--- config.mk ---
export PLATFORM = sky130hd
export DESIGN_NAME = adc_spi_master
export DESIGN_NICKNAME = d
export VERILOG_FILES = /design/src/rtl/adc_spi_master_pkg.sv /design/src/rtl/adc_spi_master.sv
export SDC_FILE = /design/constraint.sdc
export NUM_CORES = 1
export LEC_CHECK = 0
export BUFFER_PORTS_ARGS = -buffer_cell sky130_fd_sc_hd__buf_2
export CELL_PAD_IN_SITES_DETAIL_PLACEMENT = 0
export CELL_PAD_IN_SITES_GLOBAL_PLACEMENT = 1
export CORE_MARGIN = 10
export CORE_UTILIZATION = 46
export CTS_CLUSTER_SIZE = 30
export DETAILED_ROUTE_END_ITERATION = 16
export PLACE_DENSITY = 0.77
export RECOVER_POWER = 100
export REMOVE_ABC_BUFFERS = 1
export SLEW_MARGIN = 20
export SYNTH_ARGS = -nofsm -noshare
export SYNTH_HDL_FRONTEND = slang
export SYNTH_SLANG_ARGS = --single-unit
--- constraint.sdc ---
create_clock -name clk3p2M -period 2.25 [get_ports clk3p2M]
set_input_delay 0.225 -clock clk3p2M [delete_from_list [all_inputs] [get_ports clk3p2M]]
set_output_delay 0.225 -clock clk3p2M [all_outputs]
set_load 0.01 [all_outputs]
--- src/rtl/adc_spi_master_pkg.sv ---
// Shared constants, state encoding and command-word builder for the ADC SPI master.
package adc_spi_master_pkg;

    localparam int FRAME_BITS           = 16;
    localparam int RESULT_BITS          = 10;
    localparam int DEFAULT_QUIET_CYCLES = 2;

    localparam int CMD_START_BIT = 15;
    localparam int CMD_SE_BIT    = 14;
    localparam int CMD_CHAN_HI   = 13;
    localparam int CMD_CHAN_LO   = 10;

    typedef enum logic [2:0] {
        ST_IDLE  = 3'd0,
        ST_SETUP = 3'd1,
        ST_SHIFT = 3'd2,
        ST_HOLD  = 3'd3,
        ST_DONE  = 3'd4,
        ST_QUIET = 3'd5
    } adc_state_t;

    function automatic logic [FRAME_BITS-1:0] buildCommand(input logic [3:0] chan);
        logic [FRAME_BITS-1:0] cmd;
        cmd                           = '0;
        cmd[CMD_START_BIT]            = 1'b1;
        cmd[CMD_SE_BIT]               = 1'b1;
        cmd[CMD_CHAN_HI:CMD_CHAN_LO]  = chan;
        return cmd;
    endfunction

endpackage

--- src/rtl/adc_spi_master.sv ---
// SPI master for the 16-channel 10-bit ADC: one go pulse runs one 16-bit frame
// and returns the conversion result with a single-cycle valid strobe.
module adc_spi_master
    import adc_spi_master_pkg::*;
#(
    parameter int QUIET_CYCLES = DEFAULT_QUIET_CYCLES
) (
    input  logic                   clk3p2M,
    input  logic                   rst_n,
    input  logic                   adc_go,
    input  logic [3:0]             adc_chan,
    output logic [RESULT_BITS-1:0] adc_in,
    output logic                   adc_valid,
    output logic                   adc_busy,
    output logic                   adc_cs_n,
    output logic                   adc_sclk,
    output logic                   adc_mosi,
    input  logic                   adc_miso
);

    localparam logic [4:0] PHASE_LAST = 5'(2 * FRAME_BITS - 1);
    localparam logic [3:0] QUIET_LAST = 4'(QUIET_CYCLES - 1);

    adc_state_t             r_state;
    logic [4:0]             r_phase;
    logic [3:0]             r_quietCnt;
    logic [FRAME_BITS-1:0]  r_txShift;
    logic [RESULT_BITS-1:0] r_rxShift;
    logic [RESULT_BITS-1:0] r_adcIn;
    logic                   r_valid;
    logic                   r_busy;
    logic                   r_csN;
    logic                   r_sclk;
    logic                   r_mosi;
    logic [FRAME_BITS-1:0]  w_cmd;

    assign w_cmd = buildCommand(adc_chan);

    // Outputs are registered one edge ahead of the state they describe, so SCLK
    // rises on the edge that leaves SETUP and MISO is captured on that same edge.
    always_ff @(posedge clk3p2M or negedge rst_n) begin
        if (!rst_n) begin
            r_state    <= ST_IDLE;
            r_phase    <= '0;
            r_quietCnt <= '0;
            r_txShift  <= '0;
            r_rxShift  <= '0;
            r_adcIn    <= '0;
            r_valid    <= 1'b0;
            r_busy     <= 1'b0;
            r_csN      <= 1'b1;
            r_sclk     <= 1'b0;
            r_mosi     <= 1'b0;
        end else begin
            r_valid <= 1'b0;
            case (r_state)
                ST_IDLE: begin
                    if (adc_go) begin
                        r_txShift <= w_cmd;
                        r_mosi    <= w_cmd[CMD_START_BIT];
                        r_csN     <= 1'b0;
                        r_busy    <= 1'b1;
                        r_state   <= ST_SETUP;
                    end
                end
                ST_SETUP: begin
                    r_phase   <= '0;
                    r_sclk    <= 1'b1;
                    r_rxShift <= {r_rxShift[RESULT_BITS-2:0], adc_miso};
                    r_state   <= ST_SHIFT;
                end
                ST_SHIFT: begin
                    if (r_phase == PHASE_LAST) begin
                        r_sclk  <= 1'b0;
                        r_mosi  <= 1'b0;
                        r_state <= ST_HOLD;
                    end else begin
                        r_phase <= r_phase + 5'd1;
                        // The current phase being odd means the next one raises SCLK.
                        if (r_phase[0]) begin
                            r_sclk    <= 1'b1;
                            r_rxShift <= {r_rxShift[RESULT_BITS-2:0], adc_miso};
                        end else begin
                            r_sclk    <= 1'b0;
                            r_txShift <= r_txShift << 1;
                            r_mosi    <= r_txShift[FRAME_BITS-2];
                        end
                    end
                end
                ST_HOLD: begin
                    r_adcIn <= r_rxShift;
                    r_state <= ST_DONE;
                end
                ST_DONE: begin
                    r_valid    <= 1'b1;
                    r_csN      <= 1'b1;
                    r_quietCnt <= '0;
                    r_state    <= ST_QUIET;
                end
                ST_QUIET: begin
                    if (r_quietCnt == QUIET_LAST) begin
                        r_busy  <= 1'b0;
                        r_state <= ST_IDLE;
                    end else begin
                        r_quietCnt <= r_quietCnt + 4'd1;
                    end
                end
                default: begin
                    r_state    <= ST_IDLE;
                    r_phase    <= '0;
                    r_quietCnt <= '0;
                    r_txShift  <= '0;
                    r_rxShift  <= '0;
                    r_adcIn    <= '0;
                    r_busy     <= 1'b0;
                    r_csN      <= 1'b1;
                    r_sclk     <= 1'b0;
                    r_mosi     <= 1'b0;
                end
            endcase
        end
    end

    assign adc_in    = r_adcIn;
    assign adc_valid = r_valid;
    assign adc_busy  = r_busy;
    assign adc_cs_n  = r_csN;
    assign adc_sclk  = r_sclk;
    assign adc_mosi  = r_mosi;

endmodule

==> flow_summary.ini <==
[outcome]
status = finished clean

[detailed_routing]
drtIter0Drc = 136
wl_met2_microns = 2358
wl_per_cell_microns = 17.54
firstDrtPassIters = 4
wl_met3_microns = 229
totalWireLength_microns = 4719
wl_met1_microns = 2104
drt-vias-per-instance = 6.052
routed.top_layer = met4
vias = 1628
route.detailed.drc = 0
antenna_left = 0

[hold_path]
holdPathEnd = r_txShift[10]$_DFFE_PN0P_
hp-class = primary input to flop
hp-start = adc_chan[0]
min_path_cells = 2

[timing]
setup-tns-final_ps = 0
whs_ps = 151.3
fin_crit_ps = 2122
hold_viol_final = 0
fin_ws_ps = 128.4
max_clock_freq_ghz = 0.4713
slew-limit-headroom = 0.3103
setup_viol = 0
fin_crit_sh = 0.9429
rsz0062_at_grt = no
finalClockSkew_ps = 10.02
worst_pin_slew_ps = 1034
drv_slew = 0

[yosys]
synth_area_per_cell_sq_um = 10.95
synth_area_sq_mm = 0.002058
seq_area_frac_synth = 0.5112
synth_cells = 188
yosysWarnings = 0
ys_types = 43
synth-seq-cells = 42

[power]
p_comb_frac = 0.468
peakVddDrop_v = 0.0007027
leakage_nw = 1.073
totalPowerFinal_mw = 3.741
clockPowerShare = 0.159
p_sw_mw = 1.498
swShare = 0.4003
power.internal_mw = 2.243
p_seq_frac = 0.373
pwr_density_cell_mw_per_mm2 = 1592

[critical_path]
required_ps = 2460
slowest_stage = dfrtp_1
slowest_delay_ps = 440
timing.rr.start = r_phase[1]$_DFFE_PN0P_
cp_num_buf_inv = 0
critPathCaptureType = flop
ff2ff_path_depth = 6
cp_cell_sequence = ha_1 -> and3_1 -> ha_2 -> or3b_1 -> a211o_1 -> o2bb2ai_1
crit_family = simple AND/OR/NAND/NOR gates
startpoint_type = flop
critPathMaxFanout = 9
worst_r2r_endpoint = r_txShift[12]$_DFFE_PN0P_
reg2reg_slack_ps = 130
crit_arrival_ps = 2330
crit_type = flop to flop
cp-startpoint = r_phase[1]$_DFFE_PN0P_

[clock_tree]
cts_buffers = 5
clock_sinks = 42
clk_pin_slew_worst_paths_ps = 80
clockRootBuffer = clkbuf_8
clockBufferDepth = 2
clock_latency_ps = 300
cts_tree = done
h-tree-depth = 2

[finish]
layout.cells.non_filler = 269
design_area_sq_mm = 0.002350
area_growth_syn_to_layout_pct = 14.16
fillers = 372
layout.nets = 228
regArea_sq_mm = 0.001052
fin_util = 0.5397
drive_above_1_share = 0.1382
num_antenna_cells = 0
multi_input_area_sq_um = 892.1

[place]
dp_cells = 260
place_area_sq_mm = 0.002255
port_buffers = 22
place_ws_ps = 76.99
hpwl_microns = 3285
gp_congestion = 0.8274

[die]
num_rows = 24
io_pins = 23
fp.coreArea_sq_mm = 0.004354
die_x_microns = 86.89
fp.dieArea_sq_mm = 0.007550
initial_core_util = 0.4727
die_h_microns = 86.89

[global_route]
grt_max_degree = 43
grt.overflow.total = 0
antenna_found_initial = 0
grt_pass1_vias = 1637
grt_use_total = 0.1250
grt_pass1_wl_microns = 7686

[job]
drv_cap = 0
==> state kept, by name, indices dropped and copies added (netlist names) <==
signal / count
adc_busy: 1
adc_cs_n: 1
adc_in: 10
adc_mosi: 1
adc_sclk: 1
adc_valid: 1
r_phase: 5
r_quietCnt: 4
r_rxShift: 10
r_state: 3
r_txShift: 5
==> layout make-up <==
cell class                 count  share of cell area
sequential                    42              0.4478
clock inverter                 2             0.01597
timing repair buffer          35             0.07561
multi-input combinational    118              0.3797
inverter                      14             0.02236
tap                           52             0.02769
clock buffer                   6             0.03088
==> per-layer routing <==
| layer | vias up | GRT usage |
|---|---|---|
| met5 | - | 0 |
| met2 | 35 | 0.2059 |
| met3 | 4 | 0.04682 |
| li1 | 759 | - |
| met4 | 0 | 0.03682 |
| met1 | 830 | 0.1473 |
==> Yosys cell counts (all sizes together) <==
cell,number,area share
nor2,6,0.011
or3b,2,0.0085
mux2,1,0.0055
nor4bb,1,0.0049
o22ai,12,0.036
nand2b,5,0.015
o311a,1,0.0049
nor2b,8,0.024
clkbuf,2,0.0036
o211a,1,0.0049
mux2i,5,0.024
nor4b,2,0.0085
dfrtp,41,0.50
a31oi,1,0.0030
ha,4,0.024
o21ai,3,0.0073
nor3b,2,0.0073
a2bb2oi,10,0.043
o32ai,1,0.0043
and3,3,0.0091
a211oi,1,0.0036
a22o,14,0.060
nand4bb,1,0.0055
nand4b,1,0.0043
a21oi,8,0.021
o21a,1,0.0036
buf,12,0.030
inv,14,0.026
a221o,4,0.019
a211o,2,0.0085
a21o,1,0.0036
nand3,2,0.0049
and2,1,0.0030
a221oi,1,0.0043
nand2,5,0.0091
nor3,1,0.0024
dfstp,1,0.013
a32o,1,0.0049
o2bb2ai,6,0.026
==> power groups by stage <==
stage	registers (mW)	logic, mW	clock network [mW]
global placement	1.38	1.71	0
floorplan	1.51	1.04	0
CTS	1.39	1.81	0.602
detailed placement	1.40	1.81	0
finish	1.40	1.75	0.593
global route	1.45	1.95	0.628
==> worst max-delay path by stage <==
stage,to,slack (ps),depth (start not counted)
floorplan,r_txShift[11]$_DFFE_PN0P_,230,6
global placement,r_rxShift[0]$_DFFE_PN0P_,250,6
detailed placement,r_txShift[10]$_DFFE_PN0P_,80,7
CTS,r_txShift[12]$_DFFE_PN0P_,50,6
global route,r_txShift[12]$_DFFE_PN0P_,30,6
finish,r_txShift[12]$_DFFE_PN0P_,130,6
==> cell families (layout without fill, tap and decap cells) <==
kind of cell | after synthesis | in the layout | synth area share
flops | 42 | 42 | 0.5112
compound gates | 68 | 68 | 0.2578
mux | 6 | 6 | 0.02979
simple gates | 40 | 40 | 0.1179
buf+inv | 28 | 57 | 0.05897
fa+ha+maj | 4 | 4 | 0.02432
==> placed cells by master (no fill, tap or decap), types with 2 or more instances in the layout <==
master     Yosys  layout
dfrtp_1       41      41
clkbuf_8       0       5
a211o_1        2       2
clkbuf_1       2      17
nor2b_1        8       8
inv_1         14      14
nor4b_1        2       2
a2bb2oi_1     10      10
buf_2         10       8
ha_1           4       3
a221o_1        4       4
nor2_1         6       6
clkbuf_2       0       3
nand2b_1       5       5
a21oi_1        7       7
and3_1         3       3
o2bb2ai_1      6       6
o21ai_0        3       3
buf_4          1       7
nor3b_1        2       2
nand2_1        5       5
o22ai_1       12      12
a22o_1        14      14
nand3_1        2       2
mux2i_1        5       5
==> worst register-to-register path, stage by stage, from the launching register on <==
cell and delay [ps]:
dfrtp_1 440, ha_1 230, and3_1 190, ha_2 230, or3b_1 400, a211o_1 360
o2bb2ai_1 190
==> what timing repair did <==
action,in CTS,in global routing
hold buffers,1,0
endpoints found under the hold margin,18,0
endpoints found under the setup margin,0,5
buffers inserted,0,0
gates resized for setup,0,2
Power figures use the tool's default switching activity.
